==> src/rtl/wishbone_cmd_master.sv <==
// wishbone_cmd_master
//   Converts a valid/ready command stream into single classic-cycle Wishbone
//   transfers, one outstanding at a time. Each transfer produces one response
//   carrying read data, or an error when the slave never acknowledges within
//   TIMEOUT bus cycles. A saturating counter tracks how many timeouts occurred.
//
// Ports
//   clk_i, rst_i                     clock, synchronous active-high reset
//   req_valid/req_ready              command handshake
//   req_we, req_adr, req_dat         command: direction, address, write data
//   rsp_valid/rsp_ready              response handshake
//   rsp_dat, rsp_err                 read data (0 for writes/errors), timeout flag
//   err_cnt                          saturating timeout count since reset
//   adr_o/dat_o/we_o/cyc_o/stb_o     Wishbone initiator outputs (_master)
//   dat_i/ack_i                      Wishbone initiator inputs (_master)
module wishbone_cmd_master #(
  parameter int unsigned DATA_WIDTH = 32,
  parameter int unsigned ADDR_WIDTH = 32,
  parameter int unsigned TIMEOUT    = 16,
  parameter int unsigned CNT_WIDTH  = 8
) (
  input  logic                  clk_i,
  input  logic                  rst_i,
  input  logic                  req_valid,
  output logic                  req_ready,
  input  logic                  req_we,
  input  logic [ADDR_WIDTH-1:0] req_adr,
  input  logic [DATA_WIDTH-1:0] req_dat,
  output logic                  rsp_valid,
  input  logic                  rsp_ready,
  output logic [DATA_WIDTH-1:0] rsp_dat,
  output logic                  rsp_err,
  output logic [CNT_WIDTH-1:0]  err_cnt,
  output logic [ADDR_WIDTH-1:0] adr_o_master,
  output logic [DATA_WIDTH-1:0] dat_o_master,
  output logic                  we_o_master,
  output logic                  cyc_o_master,
  output logic                  stb_o_master,
  input  logic [DATA_WIDTH-1:0] dat_i_master,
  input  logic                  ack_i_master
);

  // Wide enough to hold TIMEOUT; a single bit when the timeout is disabled.
  localparam int unsigned TimerW = (TIMEOUT == 0) ? 1 : $clog2(TIMEOUT + 1);
  localparam logic [TimerW-1:0] TimeoutLast =
      (TIMEOUT == 0) ? '0 : TimerW'(TIMEOUT - 1);

  typedef enum logic [1:0] {
    StIdle,
    StBus,
    StResp
  } state_e;

  state_e            state;
  logic [TimerW-1:0] tcnt;
  logic              timeout_hit;

  assign req_ready   = (state == StIdle);
  // Disabled entirely when TIMEOUT is 0; the transfer then waits for ack forever.
  assign timeout_hit = (TIMEOUT != 0) && (tcnt == TimeoutLast);

  always_ff @(posedge clk_i) begin
    if (rst_i) begin
      state        <= StIdle;
      tcnt         <= '0;
      adr_o_master <= '0;
      dat_o_master <= '0;
      we_o_master  <= 1'b0;
      cyc_o_master <= 1'b0;
      stb_o_master <= 1'b0;
      rsp_valid    <= 1'b0;
      rsp_dat      <= '0;
      rsp_err      <= 1'b0;
      err_cnt      <= '0;
    end else begin
      unique case (state)
        StIdle: begin
          if (req_valid) begin
            // Write data is latched for reads as well; slaves ignore it.
            adr_o_master <= req_adr;
            dat_o_master <= req_dat;
            we_o_master  <= req_we;
            cyc_o_master <= 1'b1;
            stb_o_master <= 1'b1;
            tcnt         <= '0;
            state        <= StBus;
          end
        end
        StBus: begin
          // Ack takes priority over a timeout landing in the same cycle.
          if (ack_i_master) begin
            cyc_o_master <= 1'b0;
            stb_o_master <= 1'b0;
            rsp_dat      <= we_o_master ? '0 : dat_i_master;
            rsp_err      <= 1'b0;
            rsp_valid    <= 1'b1;
            tcnt         <= '0;
            state        <= StResp;
          end else if (timeout_hit) begin
            cyc_o_master <= 1'b0;
            stb_o_master <= 1'b0;
            rsp_dat      <= '0;
            rsp_err      <= 1'b1;
            rsp_valid    <= 1'b1;
            tcnt         <= '0;
            if (err_cnt != '1) begin
              err_cnt <= err_cnt + 1'b1;
            end
            state        <= StResp;
          end else if (TIMEOUT != 0) begin
            tcnt <= tcnt + 1'b1;
          end
        end
        StResp: begin
          // Late acks land here and are ignored.
          if (rsp_ready) begin
            rsp_valid <= 1'b0;
            state     <= StIdle;
          end
        end
        default: state <= StIdle;
      endcase
    end
  end

endmodule

==> config.mk <==
export PLATFORM = sky130hd
export DESIGN_NAME = wishbone_cmd_master
export DESIGN_NICKNAME = d
export VERILOG_FILES = /design/src/rtl/wishbone_cmd_master.sv
export SDC_FILE = /design/constraint.sdc
export NUM_CORES = 1
export LEC_CHECK = 0
export ABC_AREA = 0
export CORE_ASPECT_RATIO = 1.2
export CORE_MARGIN = 2
export CORE_UTILIZATION = 43
export CTS_CLUSTER_DIAMETER = 80
export DETAILED_ROUTE_END_ITERATION = 10
export HOLD_SLACK_MARGIN = 0.06
export MAX_ROUTING_LAYER = met4
export PLACE_DENSITY = 0.81
export SYNTH_ARGS = -nofsm -noshare
export SYNTH_HDL_FRONTEND = slang
export SYNTH_SLANG_ARGS = --single-unit
==> constraint.sdc <==
create_clock -name clk_i -period 3.65 [get_ports clk_i]
set_input_delay 0.73 -clock clk_i [delete_from_list [all_inputs] [get_ports clk_i]]
set_output_delay 0.73 -clock clk_i [all_outputs]
set_load 0.03 [all_outputs]
# --- Yosys cells after proc, flatten, opt, wreduce, memory -nomap -nowiden ---
# Cells that the tools add are included.
classes:
  n_addsub: 2
  eq_ne: 7
  n_mux: 21
  n_bitwise: 1
  reduce_logical: 11
ops:
  columns: ["op", "n"]
  rows:
  - ["2-to-1 mux 32 bit", 3]
  - ["2-to-1 mux 5 bit", 3]
  - ["case mux 5 bit (2 select lines)", 1]
  - ["AND reduction 3 bit", 3]
  - ["adder 8 x 1 -> 8 bit, second input constant", 1]
  - ["2-to-1 mux 2 bit", 4]
  - ["!= test 8 bit, second input constant", 1]
  - ["2-to-1 mux 1 bit", 7]
  - ["case mux 2 bit (3 select lines)", 1]
  - ["AND reduction 2 bit", 3]
  - ["nonzero test 2 bit", 3]
  - ["adder 5 x 1 -> 5 bit, second input constant", 1]
  - ["equality test 5 x 4 -> 1 bit, second input constant", 1]
  - ["!= test 2 bit, second input constant", 2]
  - ["case mux 1 bit (2 select lines)", 2]
  - ["AND reduction 4 bit", 1]
  - ["!= test 3 bit, second input constant", 1]
  - ["equality test 2 x 1 -> 1 bit, second input constant", 1]
  - ["equality test 2 bit, second input constant", 1]
  - ["logical NOT 2 bit", 1]
  - ["NOT 1 bit", 1]
word_totals:
  reg_bits: 115
  inputBits: 102
  output_inout_bits: 110
  word_cells: 52

# --- Logic depth before layout (Yosys ltp) ---
depth:
  ltp_word: 4
  depth_mapped: 7
  mapped_depth_nobuf: 5

# --- Least setup slack after synthesis ---
# OpenSTA, ideal clock, no wires.
synth_path:
  kind: "in2reg"
  start: "in ack_i_master"
  end: "reg tcnt[3]"
  setup_time_ps: 74
  arrival_ps: 1808
  required_time_ps: 3576
  slack_ps: 1768
  path_stages: 4
  path_buffers: 1
  path_cell_list: "or3b_1 -> buf_2 -> or4_1 -> a31oi_1"
synth_between:
  elab_chain_cells: 2
synth_lines:
  columns: ["item", "line_no", "text"]
  rows:
  - ["start: declaration", "40", "input logic ack_i_master"]
  - ["2-to-1 mux 5 bit", "91", "if (ack_i_master) begin"]
  - ["case mux 5 bit (2 select lines)", "76", "unique case (state)"]
  - ["end signal: assignment", "111", "tcnt <= tcnt + 1'b1;"]
  - ["end: declaration", "55", "logic [TimerW-1:0] tcnt;"]
# No other way between the ends.
# A chain may end at the register's enable or synchronous reset.

# --- Final worst setup path ---
layout_path:
  start: "reg state[1]"
  end: "out req_ready"
layout_between:
  elab_chain_cells: 1
layout_lines:
  columns: ["item", "line_no", "text"]
  rows:
  - ["start: declaration", "54", "state_e state;"]
  - ["start signal: assignment", "64", "state <= StIdle;"]
  - ["start signal: assignment", "86", "state <= StBus;"]
  - ["start signal: assignment", "98", "state <= StResp;"]
  - ["logical NOT 2 bit", "58", "assign req_ready = (state == StIdle);"]
  - ["end: declaration", "25", "output logic req_ready,"]
# No other way between the ends.

==> summary.txt <==
Floorplan
  • Core area: 9520 um2
  • Die width: 94.3 um
  • Die Height: 112 um
  • Cell row count: 39
  • Die Area: 10,600 um2
  • I/O Pins: 212
  • Initial Util: 44.2%

Synthesis
  • Syn_nets: 629
  • Simple-gate share of the synthesized area: 25.0%
  • YS warnings: 0
  • Unique masters post-synth: 36
  • Mux share of post-synthesis cell area: 0.476%
  • Yosys reg bits: 115
  • Compound-cell area share of the yosys netlist: 14.8%
  • Synth Cell Area: 4210 um2
  • Adder-cell share of the synthesized area: 0.595%
  • Sequential share of the synthesized area: 54.7%
  • Avg Synthesized Cell Area: 8.01 um2
  • Combinational family with the most area after synthesis: simple AND/OR/NAND/NOR gates
  • Gate count of the mapped netlist: 525
  • Xor and xnor area share after synthesis: 0.416%

Clocking
  • Post-cts sizing count: 0
  • CTS sink cnt: 115
  • Worst-Skew Late Latency: 0.40 ns
  • Clock root buffer master: clkbuf_16
  • Number of hold buffers added after cts: 0
  • Depth of the CTS H-tree: 4
  • Reg clk slew, reported paths: 0.05 ns
  • Num CTS Buffers: 17
  • Post-CTS setup buffers: 0
  • Clock Path Buffers: 2
  • TritonCTS clock tree: done

Setup path
  • Critical Path Fanout Max: 7
  • CP startpoint kind: flop
  • Buffers and inverters on the worst path: 1
  • Critical Path, Cell by Cell: nor2_1 > clkdlybuf4s50_1
  • R2R Path End: err_cnt[6]
  • Worst EP required: 2.92 ns
  • CP delay by family, top: buffers and inverters
  • FF-to-FF path depth: 5
  • Worst EP arrival: 1.74 ns
  • Critical path class: flop to primary output
  • Critical Path Sink Type: primary output
  • Slowest cell on crit path: clkdlybuf4s50_1
  • Reg2Reg Launch Point: tcnt[0]
  • Crit-path max cell delay: 0.72 ns
  • Reg2Reg Setup Slack: 1.63 ns

Status
  • Status: completed

Power
  • Power density over the cells: 500 nW/um2
  • Leakage: 0.00248 uW
  • Power after layout: 3450 uW
  • Maximum VDD drop: 0.368 mV

STA
  • Setup violators final: 0
  • Min Clock Period, post-route: 2.47 ns
  • Fin worst setup slack: 1.18 ns
  • Worst-Margin Slew: 1.18 ns
  • RSZ-0062 raised after global routing: false
  • WHS: 0.450 ns
  • Final max-slew violation count: 0
  • Setup_tns: 0 ns
  • Max frequency: 406 MHz
  • Max-slew headroom: 21.3%
  • Worst Clk Skew: 0.00634 ns
  • Final worst path period share: 67.5%
  • Fin. Hold Viols: 0

Min path
  • Hold Path Sink: dat_o_master[2]
  • Hold Crit Class: flop to flop
  • Worst Hold Depth: 2
  • Worst Min Path Start: dat_o_master[2]

Layout
  • Commonest non-fill, non-tap cell in the layout: clkdlybuf4s50_1
  • Fill cells: 734
  • Layout area overhead: 64.0%
  • Nets: 823
  • Commonest non-fill, non-tap cells in the layout: clkdlybuf4s50_1, nand2_1, dfxtp_1, a21oi_1, nand3_1
  • Antenna Cells: 0
  • Post-Route Utilization: 72.5%
  • Share of cells above drive strength 1: 5.48%

Global routing
  • GR met2 Demand/Resource: 37.8%
  • First-pass GRT wire length: 19,800 um
  • Met1 Use GR: 26.9%
  • Global route overflow: 0
  • GRT busiest layer: met2
  • Vias in the first global route: 4,307
  • Largest net degree at the start of global routing: 116
  • Tot GR Track Use: 24.2%
  • Global routing usage on met3: 10.1%
  • Antenna violations before repair: 0

Routing
  • DR vias: 4,354
  • # DRC: 0
  • DR vias/cell: 5.10
  • Pre-Repair DR Iteration Count: 6
  • Total wire length: 12,400 um
  • Post-route ant nets: 0
  • Initial drt markers: 177
  • Drt wl/cell: 14.5 um

Placement
  • Post-Place Worst Slack: 1.05 ns
  • PortBufs: 211
  • Dpl hpwl: 8400 um
  • RePlAce Congestion: 0.836

Flow run
  • MaxCap Viol Count: 0
worst reg2reg max path, cell delays in order, from the launching register on:
cell and delay (ns):
dfxtp_1 0.38, ha_1 0.26, and4b_1 0.43, o211ai_2 0.24, or4_1 0.46, a21oi_1 0.16
layout make-up:
type / count / area [um2] / area share, %
clock inverter: 5 / 50.0 / 0.725
tap: 123 / 154 / 2.23
timing repair buffer: 216 / 2150 / 31.1
multi-input combinational: 369 / 1740 / 25.2
clock buffer: 25 / 505 / 7.33
sequential: 115 / 2300 / 33.4
worst max path at each step:
| stage | cells past startpoint | startpoint | slack [ns] | endpoint |
|---|---|---|---|---|
| after floorplan | 4 | ack_i_master | 1.77 | tcnt[3] |
| after global placement | 5 | ack_i_master | 1.16 | err_cnt[6] |
| after detailed placement | 5 | ack_i_master | 1.05 | err_cnt[6] |
| after CTS | 2 | state[1] | 1.16 | req_ready |
| after global routing | 2 | state[1] | 1.11 | req_ready |
| final | 2 | state[1] | 1.18 | req_ready |
flip-flops by register name, indices dropped and copies added, names as in the netlist:
register      flops
adr_o_master     32
err_cnt           8
rsp_valid         1
dat_o_master     32
rsp_err           1
state             2
we_o_master       1
stb_o_master      1
tcnt              5
rsp_dat          32
cell usage after synthesis:
master | count | share of area [%]
nand4_1 | 1 | 0.15
a31oi_1 | 1 | 0.15
nor3_1 | 6 | 0.71
buf_1 | 5 | 0.45
nor2_1 | 13 | 1.2
or3b_1 | 1 | 0.21
o21a_1 | 1 | 0.18
mux2i_1 | 2 | 0.48
nand3_1 | 38 | 4.5
buf_4 | 1 | 0.18
a21oi_1 | 106 | 13
o21ai_0 | 3 | 0.36
o211ai_2 | 1 | 0.30
or4_1 | 2 | 0.36
or3_1 | 1 | 0.15
nor3b_2 | 1 | 0.30
nor3b_1 | 2 | 0.36
o21bai_1 | 1 | 0.18
and4b_1 | 1 | 0.24
a22oi_1 | 1 | 0.18
nand3b_1 | 2 | 0.36
buf_2 | 10 | 1.2
nand2_1 | 171 | 15
clkbuf_1 | 25 | 2.2
o21ai_2 | 1 | 0.21
o41ai_1 | 1 | 0.21
nor2b_1 | 2 | 0.30
ha_1 | 2 | 0.59
o31ai_1 | 1 | 0.18
o2111ai_1 | 1 | 0.21
dfxtp_1 | 115 | 55
and2_1 | 1 | 0.15
nand4bb_1 | 1 | 0.27
nand4b_1 | 1 | 0.21
xor2_1 | 2 | 0.42
nor4_2 | 1 | 0.30
cell families (layout without fill, tap and decap cells):
group,Yosys count,count (layout)
AO/OA/AOI/OAI,118,118
flip-flops,115,115
multiplexers,2,2
adder cells (fa/ha/maj),2,2
AND/OR/NAND/NOR,245,245
XOR/XNOR,2,2
buffers and inverters,41,246
metrics by stage:
step                      instance area [um2]  cells
final                                    6900    853
after global routing                     6900    853
after CTS                                6900    853
after detailed placement                 6340    823
after global placement                   6340    823
after floorplan                          4210    525
power by group:
part           total [uW]  internal (uW)  leakage (uW)  switching (uW)
Sequential           1360           1320      0.000938            35.5
Clock                1540           1010      0.000279             524
Combinational         555            248       0.00127             307
Total                3450           2580       0.00248             867
layer usage:
| metal | share of wire [%] | vias to the layer above |
|---|---|---|
| li1 | - | 2137 |
| met1 | 39 | 1992 |
| met3 | 12 | 19 |
| met2 | 48 | 206 |
| met4 | 1.7 | 0 |
| met5 | 0 | - |
No activity file was read; power rests on OpenSTA's default activity.
